<file path="config.mk">
export PLATFORM = sky130hd
export DESIGN_NAME = pantalla_refresh_spi
export DESIGN_NICKNAME = d
export VERILOG_FILES = /design/src/rtl/pantalla_refresh_spi.sv
export SDC_FILE = /design/constraint.sdc
export NUM_CORES = 1
export LEC_CHECK = 0
export BUFFER_PORTS_ARGS = -buffer_cell sky130_fd_sc_hd__buf_4
export CAP_MARGIN = 40
export CORE_MARGIN = 2
export CORE_UTILIZATION = 40
export DETAILED_ROUTE_END_ITERATION = 8
export PLACE_DENSITY_LB_ADDON = 0.2
export SETUP_SLACK_MARGIN = 0.3
export SLEW_MARGIN = 10
export SYNTH_ARGS = -nofsm -noshare
export SYNTH_HDL_FRONTEND = slang
export SYNTH_SLANG_ARGS = --single-unit
</file>
<file path="constraint.sdc">
create_clock -name clk -period 2.2 [get_ports clk]
set_clock_uncertainty 0.1 [all_clocks]
set_input_delay 0.11 -clock clk [delete_from_list [all_inputs] [get_ports clk]]
set_output_delay 0.11 -clock clk [all_outputs]
set_load 0.03 [all_outputs]
</file>
<file path="src/rtl/pantalla_refresh_spi.sv">
// Frame reader: walks display RAM page by page and streams each page, preceded by a
// 3-byte address header, to an SSD1306-style panel over mode-0 SPI.
module pantalla_refresh_spi #(
    parameter int unsigned CLK_DIV = 4,
    parameter int unsigned PAGES   = 8,
    parameter int unsigned COLS    = 128
) (
    input  logic                                   clk,
    input  logic                                   rst,
    input  logic                                   start,
    output logic                                   busy,
    output logic                                   done,
    output logic [$clog2(PAGES)+$clog2(COLS)-1:0]  addr_rd,
    output logic                                   rd,
    input  logic [7:0]                             ram_data,
    output logic                                   cs_n,
    output logic                                   dc,
    output logic                                   sclk,
    output logic                                   mosi
);

    localparam int unsigned PW = $clog2(PAGES);
    localparam int unsigned CW = $clog2(COLS);
    localparam int unsigned DW = (CLK_DIV > 1) ? $clog2(CLK_DIV) : 1;

    localparam logic [DW-1:0] DivLast  = DW'(CLK_DIV - 1);
    localparam logic [CW-1:0] ColLast  = CW'(COLS - 1);
    localparam logic [PW-1:0] PageLast = PW'(PAGES - 1);

    typedef enum logic [2:0] {
        StIdle, StHdrLoad, StShift, StRd, StDatLoad, StFin
    } state_e;

    state_e        state_q, state_d;
    logic [PW-1:0] page_q, page_d;
    logic [CW-1:0] col_q, col_d;
    logic [1:0]    hdr_q, hdr_d;      // 0..2 header byte index, 3 = data phase
    logic [2:0]    bit_q, bit_d;
    logic [DW-1:0] div_q, div_d;
    logic          phase_q, phase_d;  // 0 = sclk low half, 1 = sclk high half
    logic [7:0]    shreg_q, shreg_d;
    logic          dc_q, dc_d;

    always_ff @(posedge clk or posedge rst) begin
        if (rst) begin
            state_q <= StIdle;
            page_q  <= '0;
            col_q   <= '0;
            hdr_q   <= '0;
            bit_q   <= '0;
            div_q   <= '0;
            phase_q <= 1'b0;
            shreg_q <= '0;
            dc_q    <= 1'b0;
        end else begin
            state_q <= state_d;
            page_q  <= page_d;
            col_q   <= col_d;
            hdr_q   <= hdr_d;
            bit_q   <= bit_d;
            div_q   <= div_d;
            phase_q <= phase_d;
            shreg_q <= shreg_d;
            dc_q    <= dc_d;
        end
    end

    always_comb begin
        state_d = state_q;
        page_d  = page_q;
        col_d   = col_q;
        hdr_d   = hdr_q;
        bit_d   = bit_q;
        div_d   = div_q;
        phase_d = phase_q;
        shreg_d = shreg_q;

        unique case (state_q)
            StIdle: begin
                if (start) begin
                    state_d = StHdrLoad;
                    page_d  = '0;
                    col_d   = '0;
                    hdr_d   = '0;
                end
            end
            StHdrLoad: begin
                if (hdr_q == 2'd0)      shreg_d = 8'hB0 | 8'(page_q);
                else if (hdr_q == 2'd1) shreg_d = 8'h00;
                else                    shreg_d = 8'h10;
                div_d   = '0;
                phase_d = 1'b0;
                bit_d   = '0;
                state_d = StShift;
            end
            StRd: state_d = StDatLoad;
            StDatLoad: begin
                shreg_d = ram_data;
                div_d   = '0;
                phase_d = 1'b0;
                bit_d   = '0;
                state_d = StShift;
            end
            StShift: begin
                if (div_q == DivLast) begin
                    div_d   = '0;
                    phase_d = ~phase_q;
                    if (phase_q) begin
                        shreg_d = {shreg_q[6:0], 1'b0};
                        bit_d   = bit_q + 3'd1;
                        if (bit_q == 3'd7) begin
                            if (hdr_q < 2'd2) begin
                                hdr_d   = hdr_q + 2'd1;
                                state_d = StHdrLoad;
                            end else if (hdr_q == 2'd2) begin
                                hdr_d   = 2'd3;
                                col_d   = '0;
                                state_d = StRd;
                            end else if (col_q != ColLast) begin
                                col_d   = col_q + CW'(1);
                                state_d = StRd;
                            end else if (page_q != PageLast) begin
                                page_d  = page_q + PW'(1);
                                hdr_d   = '0;
                                state_d = StHdrLoad;
                            end else begin
                                state_d = StFin;
                            end
                        end
                    end
                end else begin
                    div_d = div_q + DW'(1);
                end
            end
            StFin:   state_d = StIdle;
            default: state_d = StIdle;
        endcase
    end

    // dc settles on entry to each load state so it is stable before the first sclk rise.
    always_comb begin
        dc_d = dc_q;
        if (state_d == StDatLoad) begin
            dc_d = 1'b1;
        end else if (state_d == StHdrLoad || state_d == StFin || state_d == StIdle) begin
            dc_d = 1'b0;
        end
    end

    always_comb begin
        busy    = (state_q != StIdle) && (state_q != StFin);
        done    = (state_q == StFin);
        cs_n    = ~busy;
        rd      = (state_q == StRd);
        addr_rd = {page_q, col_q};
        dc      = dc_q;
        sclk    = (state_q == StShift) && phase_q;
        mosi    = (state_q == StShift) && shreg_q[7];
    end

endmodule

</file>
; ---- Word level (Yosys, flattened, before mapping)
; Index checks and enable logic that the tools add are counted.
[word_totals]
reg_bits = 30
word_cells = 112
[op_classes]
n_addsub = 5
magnitude_cmp = 1
n_eq_ne = 26
muxes = 49
bitwise = 2
n_reduce_logical = 20
[op_table]
columns = op, n
row1 = 2-to-1 mux 3 bit, 18
row2 = 2-to-1 mux 7 bit, 7
row3 = 2-to-1 mux 8 bit, 3
row4 = one-hot mux 8 bit (3 select lines), 1
row5 = 2-to-1 mux 2 bit, 9
row6 = != test 2 bit (second input constant), 8
row7 = equality test 3 bit (second input constant), 5
row8 = one-hot mux 7 bit (2 select lines), 1
row9 = AND reduction 7 bit, 2
row10 = one-hot mux 3 bit (2 select lines), 2
row11 = one-hot mux 3 bit (4 select lines), 1
row12 = != test 3 bit (second input constant), 3
row13 = AND reduction 9 bit, 1
row14 = != test 4 bit (second input constant), 2
row15 = one-hot mux 2 bit (2 select lines), 2
row16 = adder 7 x 1 -> 7 bit (second input constant), 1
row17 = != test 7 bit (second input constant), 1
row18 = adder 3 x 1 -> 3 bit (second input constant), 2
row19 = equality test 3 x 1 -> 1 bit (second input constant), 2
row20 = equality test 3 x 2 -> 1 bit (second input constant), 2
row21 = zero test 3 bit, 2
row22 = AND reduction 3 bit, 2
row23 = nonzero test 2 bit, 3
row24 = nonzero test 3 bit, 2
row25 = 13 further kinds, 21

; ---- Longest topological paths before layout
; Gate-level depths: netlist of run 1.
[logic_depth]
depth_word = 14
mapped_depth = 7
ltp_nobuf = 6

; ---- Worst setup path before layout of run 1
; OpenSTA, ideal clock, no wires.
[synth_timing]
kind = reg-to-reg
start = reg col_q[0]
end = reg page_q[0]
setup_ns = 0.125
t_arrival_ns = 1.778
path_slack_ns = 0.198
stages_incl_launch_ff = 6
path_buffers = 0
period_less_slack_ns = 2.002
path_cell_list = dfrtp_1 -> ha_1 -> and3b_1 -> nand3_1 -> a221o_1 -> mux2_2
[synth_between]
elab_chain_len = 3
[synth_lines]
columns = element, line
row1 = start: declaration, 36  ; logic [CW-1:0] col_q, col_d;
row2 = start signal: assignment, 58  ; col_q <= col_d;
row3 = != test 7 bit, 119  ; end else if (col_q != ColLast) begin
row4 = != test 2 bit (no source line), -
row5 = AND reduction 9 bit (no source line), -
row6 = end signal: assignment, 57  ; page_q <= page_d;
row7 = end: declaration, 35  ; logic [PW-1:0] page_q, page_d;
; No other way between the ends.
; A chain may end at the register's enable or synchronous reset.

; ---- Worst setup path after layout of run 1
[layout_timing]
start = reg state_q[1]
end = reg page_q[0]
[layout_between]
elab_chain_len = 3
word_cells_on_any_way = 13
[layout_lines]
columns = element, line
row1 = start: declaration, 34  ; state_e state_q, state_d;
row2 = start signal: assignment, 46  ; state_q <= StIdle;
row3 = start signal: assignment, 56  ; state_q <= state_d;
row4 = equality test 3 x 2 -> 1 bit or zero test 3 bit (tied branches), 78  ; unique case (state_q)
row5 = != test 2 bit (no source line) or nonzero test 2 bit (tied branches), -
row6 = AND reduction 9 bit (no source line), -
; Parallel ways exist; a longest one is shown, timed or not.

==> results of run 1 <==
==> flip-flops by register name (all words and copies together), names as in the netlist <==
| name | flops |
|---|---|
| bit_q | 3 |
| col_q | 7 |
| dc | 1 |
| div_q | 2 |
| hdr_q | 2 |
| page_q | 3 |
| phase_q | 1 |
| shreg_q | 8 |
| state_q | 3 |
==> through the flow <==
step | util [%] | setup WS, ns | cells | power [uW] | hold slack [ns]
after floorplan | - | 0.291 | 181 | 570 | 0.101
after global placement | 49.7 | 0.218 | 262 | 588 | 0.0428
after global routing | 59.5 | 0.258 | 294 | 1080 | 0.0657
after detailed placement | 49.7 | 0.125 | 262 | 588 | 0.0513
after CTS | 55.1 | 0.301 | 282 | 1050 | 0.0555
final | 59.5 | 0.318 | 294 | 1040 | 0.0496
==> worst min path at each step <==
| stage | from | endpoint | slack [ns] | cells past startpoint |
|---|---|---|---|---|
| 2_1_floorplan | rst | bit_q[0] | 0.10 | 1 |
| 3_3_place_gp | rst | col_q[3] | 0.04 | 2 |
| 3_5_place_dp | rst | col_q[3] | 0.05 | 2 |
| 4_1_cts | ram_data[2] | shreg_q[2] | 0.06 | 3 |
| 5_1_grt | ram_data[2] | shreg_q[2] | 0.07 | 3 |
| 6_report | ram_data[1] | shreg_q[1] | 0.05 | 3 |
==> kinds of logic (layout without fill, tap and decap cells) <==
family / after synthesis / count (layout) / synth area share, %
compound gates: 55 / 55 / 24.3
simple gates: 51 / 51 / 15.2
flops: 30 / 30 / 39.9
buf+inv: 18 / 79 / 4.25
mux: 15 / 15 / 8.64
fa+ha+maj: 11 / 11 / 7.31
xor+xnor: 1 / 1 / 0.465
==> layer usage <==
layer,global-route usage (%),vias up
li1,-,803
met3,3.59,8
met1,24.9,849
met5,0,-
met4,8.02,0
met2,30.5,37
==> cell type report <==
type	instances	area (um2)
Clock inverter	1	5.00
Tap cell	52	65.1
Multi-Input combinational cell	133	1200
Fill cell	365	1800
Timing Repair Buffer	63	503
Inverter	8	30.0
Sequential cell	30	759
Clock buffer	7	86.3
==> report_power, final <==
group	internal [uW]	switching (uW)	leakage (uW)
logic	13.5	13.8	0.000768
clock network	252	206	0.0000482
registers	552	0	0.000374
==> cells in the mapped netlist (2+ instances only) <==
cell        n
inv_1       8
nor2_1      3
nor3_1      3
a2111oi_2   2
nand3_1     8
ha_1       11
o211ai_1    2
mux2i_1     5
buf_2       7
o21bai_1    4
a21oi_1     6
and3_1      2
and2_1      4
mux2_2      8
nand2b_1    2
a221o_1     5
nor2b_1     3
o21a_1      2
o21ai_0     8
clkbuf_1    2
a21o_1      5
mux2_1      2
or3b_1      2
a211oi_2    2
dfrtp_1    30
a22o_1      6
a222oi_1    2
nor3b_1     3
nand2_1    14
a31oi_1     3
==> worst min-delay path: cells and delay by family <==
family | cells | cell delay (ns)
muxes | 1 | 0.12
buffers and inverters | 1 | 0.08
AOI/OAI and AO/OA | 1 | 0.07
==> repair_timing <==
item                                    4_1_cts  5_1_grt
resized for setup                            15       20
hold endpoints to repair                     11        0
hold buffers                                  1        0
buffers inserted                             11       12
pin swaps                                     5        5
endpoints found under the setup margin       24       17
==> summary.txt, run 1 <==
Die W = 72.6 um
Yosys cell types = 47
Cell Area, Synth = 1880 um2
Worst path slowest cell = dfrtp_2
Wire per inst = 16.4 um
Starting Density = 42.4%
Post-route cell area = 2650 um2
Post-synth EDFFs = 0
Critical path cell sequence = buf_6 > or3b_4 > a2111oi_4 > mux2_2
Status = finished clean
Pwr Density = 392 nW/um2
Hold crit path type = input pin to flip-flop
Crit start category = flip-flop
Most common cell after layout, fill and taps aside = buf_4
R2r setup slk = 0.32 ns
Reg2reg start = state_q[1]
Final nets = 263
Tot GR Track Use = 18.9%
Reg2Reg Depth = 4
Max-slew violations = 0
DRC viols = 0
ANT cells = 0
Initial antenna violation count = 0
Layout cells sized above 1 = 47.1%
Buf+Inv Stages, Crit Path = 1
Via density per instance = 5.77
Post-Syn Instances = 181
Yosys reg bits = 30
Vias in the first global route = 1627
# H-tree levels = 2
Final period utilization = 85.5%
TritonCTS Buffers = 5
Met2 WL = 2.39 mm
P_leak = 0.00119 uW
Area leader, netlist = dfrtp_1
Largest net degree at the start of global routing = 20
CP delay by family, top = flip-flops
Post-synth top flop = dfrtp_1
FF-to-FF End = page_q[0]
Total die area = 5270 um2
Minimum clock period = 1.88 ns
First drt pass iteration count = 5
Synth top area share = 39.9%
Crit path DAT = 2.00 ns
GPL Wtd Cong = 0.878
# setup viols final = 0
CP Max Fanout = 7
Max_cap viols = 0
Clock root cell = clkbuf_8
Total gr overflow = 0
Clock transition at path regs = 0.07 ns
Slew margin rel. = 69.7%
Worst Tran Pin Value = 0.453 ns
Most frequent cells in the layout = 57 x buf_4, 23 x dfrtp_1, 14 x nand2_1
Port bufs = 27
Max incr delay on CP = 0.45 ns
Drt total wl = 4.81 mm
Core region area = 4440 um2
RSZ-0062 raised after global routing = yes
Top routing layer in use = met4
Rows = 24
Wire length on met1 = 2.19 mm
Clk Latency, worst-skew pair = 0.28 ns
Crit path to = page_q[0]
Setup TNS = 0 ns
DP Wirelength = 3.26 mm
Synth warn = 0
CTS tree = yes
Max VDD drop = 234 uV
Fin. Hold Viols = 0
Setup CP Type = flip-flop to flip-flop
Max Freq = 531 MHz
Longest Clk Path Bufs = 2
WP depth = 4
Area grow syn2layout = 40.5%
Die Height = 72.6 um
Synth area leaders = dfrtp_1 40%, ha_1 7.3%, mux2_2 4.8%
Syn_nets = 203
Post-synthesis sequential area ratio = 39.9%
Met3 routed WL = 158 um
Clk sinks = 30
Placed cell area = 2210 um2
Crit. End Element = flip-flop
DR iter-0 viols = 92
First-pass GRT wire length = 7.83 mm
Antenna Nets Post-Route = 0
Required @ worst endpoint = 2.32 ns
# IOs = 28
Mean Syn Cell Area = 10.4 um2
Critical path startpoint = state_q[1]
Routed via count = 1697
Share of flip-flops with an asynchronous set or reset = 100%
No activity file was read; power rests on OpenSTA's default activity.
==> inputs of run 2 (changes only) <==
Settings changed: ABC_AREA set to 1, TNS_END_PERCENT set to 1.
==> run 2 against run 1 <==
First-iteration DRC count shrank 21%. Design area fell by 12%. Register-to-register slack better by 0.12 ns. Highest routed layer unchanged. Sequential cell count is the same. Via count grew 0.77%. Sequential share of layout area increased by 3.7 points. Clock power about the same. Largest power group unchanged. Synthesized area up 3.9%. Critical path depth is 3 higher. Global-route usage decreased by 1.8 points. Cell count rose by 23%.
==> summary.txt, run 2 <==
Post-route cell area = 2320 um2
Hold crit path type = input pin to flip-flop
# IOs = 28
P_sw = 223 uW
ANT cells = 0
Final Hold Slack = 0.0288 ns
Yosys cell types = 31
Met1 GRT Util = 23.3%
Longest Clk Path Bufs = 2
First-pass GRT wire length = 7.05 mm
Fin cells = 361
Die Height = 73.9 um
Busiest grt layer = met2
DP Wirelength = 3.18 mm
Layout cells sized above 1 = 22.1%
Top cells by count, synth = 89 x nand2_1, 30 x dfrtp_1, 30 x inv_1
Area grow syn2layout = 18.6%
Max Freq = 566 MHz
CP Max Fanout = 13
Drt total wl = 4.25 mm
Wire per inst = 11.8 um
Die W = 73.9 um
# H-tree levels = 2
Post-CTS Setup Inserts = 0
Final nets = 315
Yosys reg bits = 30
Most common cell after layout, fill and taps aside = nand2_1
Worst Tran Pin Value = 0.401 ns
Total die area = 5460 um2
Fin. Hold Viols = 0
Clock root cell = clkbuf_8
Required @ worst endpoint = 2.31 ns
Top Registers = shreg_q x8, col_q x7
Clk Latency, worst-skew pair = 0.28 ns
Port bufs = 27
Rows = 25
Met3 Use GR = 4.53%
CTS tree = yes
Reg2reg start = state_q[0]
Setup TNS = 0 ns
Antenna Nets Post-Route = 0
First drt pass iteration count = 5
Pint = 817 uW
Crit path DAT = 1.88 ns
R2r setup slk = 0.43 ns
Area leader, netlist = dfrtp_1
Synth area leaders = dfrtp_1 38%, nand2_1 17%, ha_1 7.0%
Clk sinks = 30
Total power = 1040 uW
Syn_nets = 282
FF-to-FF End = shreg_q[7]
Synth warn = 0
Mean Syn Cell Area = 7.52 um2
Flop pwr share = 53.0%
Routing usage on met2 = 26.0%
DRC viols = 0
Placed cell area = 2220 um2
Combinational share of power = 2.7%
Synth top area share = 38.4%
Max reg flops = 8
Via density per instance = 4.74
Starting Density = 41.4%
P_leak = 0.00125 uW
GPL Wtd Cong = 0.802
Clock share of power = 44.3%
Post-Syn Instances = 260
Reg2Reg Depth = 7
Final period utilization = 80.3%
Largest net degree at the start of global routing = 31
Hold depth = 3
Post-synthesis sequential area ratio = 38.4%
Most frequent cells in the layout = 89 x nand2_1, 30 x inv_1, 29 x dfrtp_1, 29 x buf_4, 18 x nor2_1
Crit start category = flip-flop
Post-synth EDFFs = 0
Most flops, register = shreg_q
RSZ-0062 raised after global routing = yes
TritonCTS Buffers = 5
Status = finished clean
Tot GR Track Use = 17.2%
Number of fill cells = 477
Top-count cell post-synth = nand2_1
Initial antenna violation count = 0
Placed Instances = 352
DR iter-0 viols = 73
Total gr overflow = 0
Clock transition at path regs = 0.07 ns
Pwr Density = 449 nW/um2
Cell Area, Synth = 1960 um2
Crit. End Element = flip-flop
# setup viols final = 0
Minimum clock period = 1.77 ns
Vias in the first global route = 1536
Routed via count = 1710
Max-slew violations = 0
Share of flip-flops with an asynchronous set or reset = 100%
Post-synth top flop = dfrtp_1
Setup CP Type = flip-flop to flip-flop
Core region area = 4720 um2
Slew margin rel. = 73.2%
Max_cap viols = 0
Hold Startpoint = start
Max VDD drop = 248 uV
Sw Ratio = 21.4%
Hold path endpoint = state_q[0]
run 2: cell types whose count changed after synthesis, moves of 6 or more:
cell and change:
a22o_1 -6, buf_2 -7, inv_1 +22, mux2_2 -8, nand2_1 +75, nand3_1 +8
nand4_1 +8, nor2_1 +15, o21ai_0 +9
run 2: power by group through the flow:
stage          Sequential, uW  Combinational, uW  Clock (uW)
5_1_grt                   551               31.3         500
3_3_place_gp              562               26.9           0
4_1_cts                   552               28.9         474
6_report                  552               27.7         461
2_1_floorplan             562               8.68           0
3_5_place_dp              562               27.3           0
run 2: per-stage QoR:
step	worst slack [ns]	util, %
2_1_floorplan	0.347	-
3_3_place_gp	0.390	46.9
3_5_place_dp	0.442	46.9
4_1_cts	0.423	49.1
5_1_grt	0.272	49.1
6_report	0.434	49.1
run 2: cell type report:
cell class,count,area (um2),share of cell area [%]
Sequential cell,30,752,32.4
Timing Repair Buffer,30,228,9.82
Multi-Input combinational cell,192,1030,44.5
Inverter,34,131,5.67
Clock inverter,1,5.00,0.216
Tap cell,67,83.8,3.62
Clock buffer,7,86.3,3.72
run 2: worst max path at each step:
| stage | startpoint | end | cells after the start |
|---|---|---|---|
| finish | state_q[0] | shreg_q[7] | 7 |
| global route | state_q[0] | shreg_q[7] | 7 |
| CTS | state_q[2] | shreg_q[7] | 7 |
| detailed placement | state_q[0] | shreg_q[7] | 7 |
| global placement | state_q[0] | shreg_q[7] | 7 |
| floorplan | state_q[1] | busy | 4 |
run 2: kinds of logic after synthesis:
family / count (synthesis) / share of synthesized area (%)
AOI/OAI and AO/OA: 30 / 9.60
adders and majority gates: 11 / 7.04
buffers and inverters: 38 / 8.83
DFF: 30 / 38.4
and+or+nand+nor: 151 / 36.1
run 2: routing by layer:
layer	up-vias	wire (um)
met4	0	72
met2	32	1980
met3	6	152
met5	-	0
met1	775	2050
li1	897	-
run 2: timing repair:
item | CTS | global route
hold endpoints to repair | 30 | 0
hold buffers | 1 | 0
resized for setup | 0 | 1
endpoints found under the setup margin | 0 | 13
run 2: worst max-delay path: stages (launching register included):
cell	delay, ns
dfrtp_1	0.42
inv_2	0.11
nand3_4	0.14
nor2_2	0.25
nor2_4	0.11
nor2_4	0.29
o21ai_0	0.18
o21ai_2	0.09
